**src/rtl/mem_access_stage.sv**
```systemverilog
// mem_access_stage: MEM-stage controller running loads/stores as req/ack transactions with stall, misalign and timeout handling
module mem_access_stage #(
  parameter int DATA_W      = 32,
  parameter int RADDR_W     = 5,
  parameter int TIMEOUT_CYC = 64
) (
  input  logic               clk,
  input  logic               rst,
  input  logic               Regfile_weM,
  input  logic               DataMem_weM,
  input  logic               MemToRegM,
  input  logic [RADDR_W-1:0] wirteRegAddrM,
  input  logic [DATA_W-1:0]  aluOutM,
  input  logic [DATA_W-1:0]  writeDataM,
  output logic               stallM,
  output logic               dmem_req,
  output logic               dmem_we,
  output logic [DATA_W-1:0]  dmem_addr,
  output logic [DATA_W-1:0]  dmem_wdata,
  input  logic               dmem_ack,
  input  logic [DATA_W-1:0]  dmem_rdata,
  output logic               Regfile_weW,
  output logic [RADDR_W-1:0] wirteRegAddrW,
  output logic [DATA_W-1:0]  resultW,
  output logic               excW
);
  localparam int CW = $clog2(TIMEOUT_CYC);
  localparam logic [CW-1:0] LAST = CW'(TIMEOUT_CYC - 1);
  typedef enum logic [1:0] {IDLE, WAIT, RESP} state_t;
  state_t state, nextState;
  logic [CW-1:0] cnt;
  logic memOp, aligned, timeout, isLoad, weLatched, errFlag;
  logic [RADDR_W-1:0] destReg;
  logic [DATA_W-1:0] rdataLatched;
  assign memOp   = DataMem_weM | MemToRegM;
  assign aligned = aluOutM[1:0] == 2'b00;
  assign timeout = cnt == LAST;
  always_comb begin
    nextState = state == IDLE ? (memOp && aligned ? WAIT : IDLE) :
                state == WAIT ? (dmem_ack || timeout ? RESP : WAIT) : IDLE;
    stallM    = rst && ((state == IDLE && memOp && aligned) || state == WAIT);
  end
  always_ff @(posedge clk or negedge rst)
    if (!rst) state <= IDLE;
    else      state <= nextState;
  always_ff @(posedge clk or negedge rst)
    if (!rst) begin
      cnt           <= '0;
      dmem_req      <= 1'b0;
      dmem_we       <= 1'b0;
      dmem_addr     <= '0;
      dmem_wdata    <= '0;
      isLoad        <= 1'b0;
      weLatched     <= 1'b0;
      errFlag       <= 1'b0;
      destReg       <= '0;
      rdataLatched  <= '0;
      Regfile_weW   <= 1'b0;
      wirteRegAddrW <= '0;
      resultW       <= '0;
      excW          <= 1'b0;
    end else begin
      case (state)
        IDLE: begin
          cnt <= '0;
          if (memOp && aligned) begin
            dmem_req    <= 1'b1;
            dmem_we     <= DataMem_weM;
            dmem_addr   <= aluOutM;
            dmem_wdata  <= writeDataM;
            isLoad      <= MemToRegM;
            weLatched   <= Regfile_weM;
            destReg     <= wirteRegAddrM;
            errFlag     <= 1'b0;
            Regfile_weW <= 1'b0;
            excW        <= 1'b0;
          end else begin
            Regfile_weW   <= memOp ? 1'b0 : Regfile_weM;
            excW          <= memOp;
            wirteRegAddrW <= wirteRegAddrM;
            resultW       <= aluOutM;
          end
        end
        WAIT: begin
          cnt <= cnt + 1'b1;
          // ack takes priority over a coincident timeout
          if (dmem_ack) begin
            rdataLatched <= dmem_rdata;
            dmem_req     <= 1'b0;
          end else if (timeout) begin
            dmem_req <= 1'b0;
            errFlag  <= 1'b1;
          end
        end
        RESP: begin
          wirteRegAddrW <= destReg;
          Regfile_weW   <= !errFlag && isLoad && weLatched;
          excW          <= errFlag;
          if (!errFlag && isLoad) resultW <= rdataLatched;
        end
        default: ;
      endcase
    end
endmodule

```
**config.mk**
```make
export PLATFORM = sky130hd
export DESIGN_NAME = mem_access_stage
export DESIGN_NICKNAME = d
export VERILOG_FILES = /design/src/rtl/mem_access_stage.sv
export SDC_FILE = /design/constraint.sdc
export NUM_CORES = 1
export LEC_CHECK = 0
export ABC_AREA = 1
export BUFFER_PORTS_ARGS = -buffer_cell sky130_fd_sc_hd__buf_2
export CAP_MARGIN = 0
export CORE_MARGIN = 3
export CORE_UTILIZATION = 30
export CTS_CLUSTER_DIAMETER = 80
export DETAILED_ROUTE_END_ITERATION = 10
export PLACE_DENSITY = 0.6
export SLEW_MARGIN = 20
export SYNTH_ARGS = -nofsm -noshare
export SYNTH_HDL_FRONTEND = slang
export SYNTH_SLANG_ARGS = --single-unit
```
**constraint.sdc**
```tcl
create_clock -name clk -period 1.84 [get_ports clk]
set_input_delay 0.368 -clock clk [delete_from_list [all_inputs] [get_ports clk]]
set_output_delay 0.368 -clock clk [all_outputs]
set_load 0.02 [all_outputs]
```
* Word-level counts from Yosys, hierarchy flattened *
Cells that the tools add are included.

cells by class
  bitwise logic cells = 1
  reductions and logical operators = 19
  multiplexer cells = 23
  add/sub/neg operators = 1
  shift operators = 0
  equal/unequal tests = 9
  div/mod/pow operators = 0
  multipliers = 0
  $lt $le $gt $ge = 0

operator list
  cell                   count
  $mux W32               2
  $pmux W32 S2           1
  $pmux W6 S2            1
  $mux W1                10
  $pmux W5 S2            1
  $ne A2 B2 Y1 const B   4
  $pmux W1 S2            4
  $add A6 B1 Y6 const B  1
  $eq A6 B6 Y1 const B   1
  $logic_and A1 B1 Y1    6
  $mux W2                3
  $reduce_and A2 Y1      3
  $reduce_and A3 Y1      2
  $mux W5                1
  $logic_not A2 Y1       2
  $reduce_and A4 Y1      1
  $reduce_bool A2 Y1     2
  $ne A3 B3 Y1 const B   1
  $eq A2 B1 Y1 const B   1
  $eq A2 B2 Y1 const B   1
  $logic_or A1 B1 Y1     2
  $ne A2 B1 Y1 const B   1
  $logic_not A1 Y1       1
  $or A1 B1 Y1           1

word-level totals
  output and inout port bits = 106
  logic and storage cells = 68
  bits in latches = 0
  memory bits (writable) = 0
  bits of input ports = 107
  bits in registers = 153
  memories kept = 0
  bits in read-only memories = 0

* Logic depth before layout (Yosys ltp) *
  word-level depth = 5
  depth in mapped cells = 8
  gate-level depth less buffers = 7

* Worst setup path before layout *
OpenSTA, ideal clock, no wires.

  path type = reg-to-output
  start = reg state[1]
  end = out stallM
  buffers on the path = 2
  required time = 1.472 ns
  data arrival time = 1.427 ns
  cell stages (with the launch flop) = 6
  path slack = 0.045 ns
  path through = dfrtp_1 -> buf_4 -> nor2_2 -> buf_4 -> inv_1 -> a21boi_0

between the ends
  cells in the longest elaborated chain, start to end = 5
  elaborated cells on any way between the ends = 6
  classes of those cells = 1 x eq/ne; 5 x reduce/logical

ends and longest elaborated chain
  element                            RTL line  RTL
  start: declaration                 30        state_t state, nextState;
  start signal: assignment           45        else state <= nextState;
  $logic_not A2 Y1                   41        stallM = rst && ((state == IDLE && memOp && aligned) || state == WAIT);
  $logic_and A1 B1 Y1 (2 in series)  41
  $logic_or A1 B1 Y1 *               41
  $logic_and A1 B1 Y1 *              41
  end: declaration                   15        output logic stallM,

Mark *: on every way between the ends. The rest lies on a longest branch, timed or not.

* Worst setup path in the final report *
Same ends and word-level chain as after synthesis.

==> impl_metrics.env <==
export IMPL_drive_above_1_share=0.2733
export IMPL_vias_per_cell=4.501
export IMPL_place_hpwl_um=13290
export IMPL_dr_pass1_iters=5
export IMPL_h_tree_depth=4
export IMPL_grt_max_degree=69
export IMPL_initial_core_util=0.3102
export IMPL_numCtsBuffers=17
export IMPL_worst_endpoint_required_ns=1.47
export IMPL_critical_path_top_delay_family="flip-flops"
export IMPL_status="finished with violations"
export IMPL_nets=1116
export IMPL_path_max_fanout=4
export IMPL_ir_worst_vdd_v=0.0005636
export IMPL_max_slew_margin=0.4762
export IMPL_synth_top_flop_cell="dfrtp_1"
export IMPL_rsz0062_at_grt="true"
export IMPL_layout_setup_ws_ns=-0.01268
export IMPL_timing_critical_path_buf_inv=2
export IMPL_track_usage=0.1611
export IMPL_p_per_area_mw_per_mm2=1294
export IMPL_fmax_ghz=0.5398
export IMPL_min_period_ns=1.853
export IMPL_setup_viol=1
export IMPL_die_area_mm2=0.02397
export IMPL_cts_sinks=153
export IMPL_grt_pass1_vias=5734
export IMPL_post_route_period_util=1.007
export IMPL_synth_area_mm2=0.006644
export IMPL_worst_pin_slew_ns=0.7857
export IMPL_crit_chain="nor2_4, nand3_4, a21boi_2, buf_4, buf_6"
export IMPL_fill_cells=2199
export IMPL_max_stage_delay_ns=0.46
export IMPL_clkTransAtPathRegs_ns=0.06
export IMPL_vias=5833
export IMPL_antenna_found_initial=3
export IMPL_report_final_slew_viol_count=0
export IMPL_leakagePower_nw=4.930
export IMPL_die_x_um=154.8
export IMPL_yosysWarnings=0
export IMPL_start_kind="flop"
export IMPL_yosysMostFrequentCell="nand2_1"
export IMPL_hold_viol=0
export IMPL_endpoint_kind="output pin"
export IMPL_yosysTopAreaCell="dfrtp_1"
export IMPL_drtIter0Drc=311
export IMPL_yosysSeqAreaShare=0.5763
export IMPL_synth_area_leaders="dfrtp_1, nand2_1, nand3_1, inv_1, o21ai_0"
export IMPL_gp_congestion=0.7877
export IMPL_ys_types=23
export IMPL_synth_seq_cells=153
export IMPL_grt_first_pass_wirelength_um=30730
export IMPL_wl_um=18810
export IMPL_instances_no_fill=1296
export IMPL_syn_nets=908
export IMPL_final_core_util=0.4053
export IMPL_core_area_mm2=0.02142
export IMPL_maxCapViolCount=0
export IMPL_async_reset_ff_frac=1.000
export IMPL_synth_top_cell_area_share=0.5763
export IMPL_cts_max_path_buffers=2
export IMPL_synth_edf_count=0
export IMPL_cp_slowest_cell="dfrtp_2"
export IMPL_critical_path_class="flop to output pin"
export IMPL_seqCellArea_mm2=0.003831
export IMPL_fp_dieH_um=154.8
export IMPL_regToRegSetupSlack_ns=0.24
export IMPL_clock_latency_ns=0.41
export IMPL_rows=53
export IMPL_ant_nets=0
export IMPL_ios=213
export IMPL_cts_root_buf="clkbuf_16"
export IMPL_wl_per_cell_um=14.52
export IMPL_violations="negative setup slack"
export IMPL_tritoncts="yes"
export IMPL_synthToLayoutAreaGrowth_pct=30.66
export IMPL_antennaDiodeCount=0
export IMPL_grt_remaining_overflow=0
export IMPL_synth_common_cells="nand2_1, dfrtp_1, inv_1"
export IMPL_portBuffers=212
export IMPL_hold_path_class="primary input to async pin"
export IMPL_multi_input_area_mm2=0.002261
export IMPL_clock_skew_ns=0.006481
export IMPL_postSynthCellCount=800
export IMPL_crit_arrival_ns=1.48
export IMPL_dp_cells=1260
export IMPL_drc=0
export IMPL_synth_area_per_cell_um2=8.305
==> timing repair <==
action	4_1_cts	5_1_grt
setup buffers	1	2
gates resized for setup	5	0
hold buffers	1	0
gates cloned	0	0
endpoints found under the hold margin	3	0
endpoints found under the setup margin	1	1
pin swaps	1	0
==> through the flow <==
stage / power, mW / instance area, um^2 / setup slack (ns) / hold slack [ns] / setup TNS (ns)
6_report: 11.23 / 8681 / -0.01268 / 0.05684 / -0.01268
3_5_place_dp: 7.714 / 8031 / 0.06386 / 0.1687 / 0
5_1_grt: 11.95 / 8681 / -0.1139 / 0.09330 / -0.1139
2_1_floorplan: 6.486 / 6644 / 0.04518 / 0.07241 / 0
4_1_cts: 11.41 / 8666 / -0.06376 / 0.06926 / -0.06376
3_3_place_gp: 7.641 / 8031 / 0.07089 / 0.1700 / 0
==> flip-flops by register name, indices dropped and copies added, names as in the netlist <==
signal         cells
dmem_wdata        32
cnt                6
resultW           32
dmem_addr         32
weLatched          1
rdataLatched      32
Regfile_weW        1
isLoad             1
excW               1
destReg            5
wirteRegAddrW      5
dmem_we            1
errFlag            1
dmem_req           1
state              2
==> per-layer routing <==
layer | up-vias | wire (um) | track usage
met2 | 157 | 8713 | 0.2583
met4 | 6 | 346 | 0.05004
li1 | 2955 | - | -
met3 | 25 | 1068 | 0.04589
met5 | - | 39 | 0
met1 | 2690 | 8644 | 0.2123
==> layout make-up <==
type	count	share of cell area
well taps	275	0.03964
clock inverters	11	0.01672
multi-input cells	512	0.2604
repair buffers	240	0.1525
flip-flops and latches	153	0.4413
inverters	84	0.03632
clock buffers	21	0.05304
==> worst paths after layout <==
path / from / end / cells after the start
setup reg to reg: state[1]$_DFF_PN0_ / dmem_wdata[9]$_DFFE_PN0P_ / 5
min in group clk: dmem_rdata[16] / rdataLatched[16]$_DFFE_PN0P_ / 3
hold / removal: rst / cnt[0]$_DFFE_PN0P_ / 2
hold reg to reg: dmem_addr[1]$_DFFE_PN0P_ / dmem_addr[1]$_DFFE_PN0P_ / 2
setup / recovery: state[1]$_DFF_PN0_ / stallM / 5
max in group asynchronous: rst / dmem_wdata[9]$_DFFE_PN0P_ / 2
==> cells in the final DEF, fill, tap and decap left out <==
cell / instances
a21boi_2: 1
a21oi_1: 2
a22o_1: 1
buf_12: 3
buf_2: 210
buf_4: 24
buf_6: 2
bufinv_16: 3
clkbuf_1: 2
clkbuf_16: 17
clkbuf_8: 2
clkinv_2: 3
clkinv_4: 1
clkinvlp_4: 3
dfrtp_1: 151
dfrtp_2: 2
dlygate4sd3_1: 1
ha_1: 1
inv_1: 82
inv_2: 2
inv_6: 1
nand2_1: 310
nand2_2: 1
nand3_1: 70
nand3_2: 1
nand3_4: 1
nand4_1: 34
nor2_1: 9
nor2_4: 2
o211ai_1: 1
o21ai_0: 45
o21ai_1: 32
xor2_1: 1
==> power by group <==
part | switching [mW] | total (mW) | internal, mW | leakage (nW)
Sequential | 0.468 | 4.69 | 4.22 | 1.91
Clock | 1.41 | 3.61 | 2.21 | 0.289
Combinational | 1.93 | 2.92 | 0.998 | 2.73
==> kinds of logic (layout without fill, tap and decap cells) <==
kind of cell,count (synthesis),after routing,share of synthesized area
and+or+nand+nor,428,428,0.2719
DFF,153,153,0.5763
xor gates and xnor gates,1,1,0.001319
buffers and inverters,135,356,0.08550
adders and majority gates,1,1,0.001883
AOI/OAI and AO/OA,82,82,0.06309
Power figures use the tool's default switching activity.
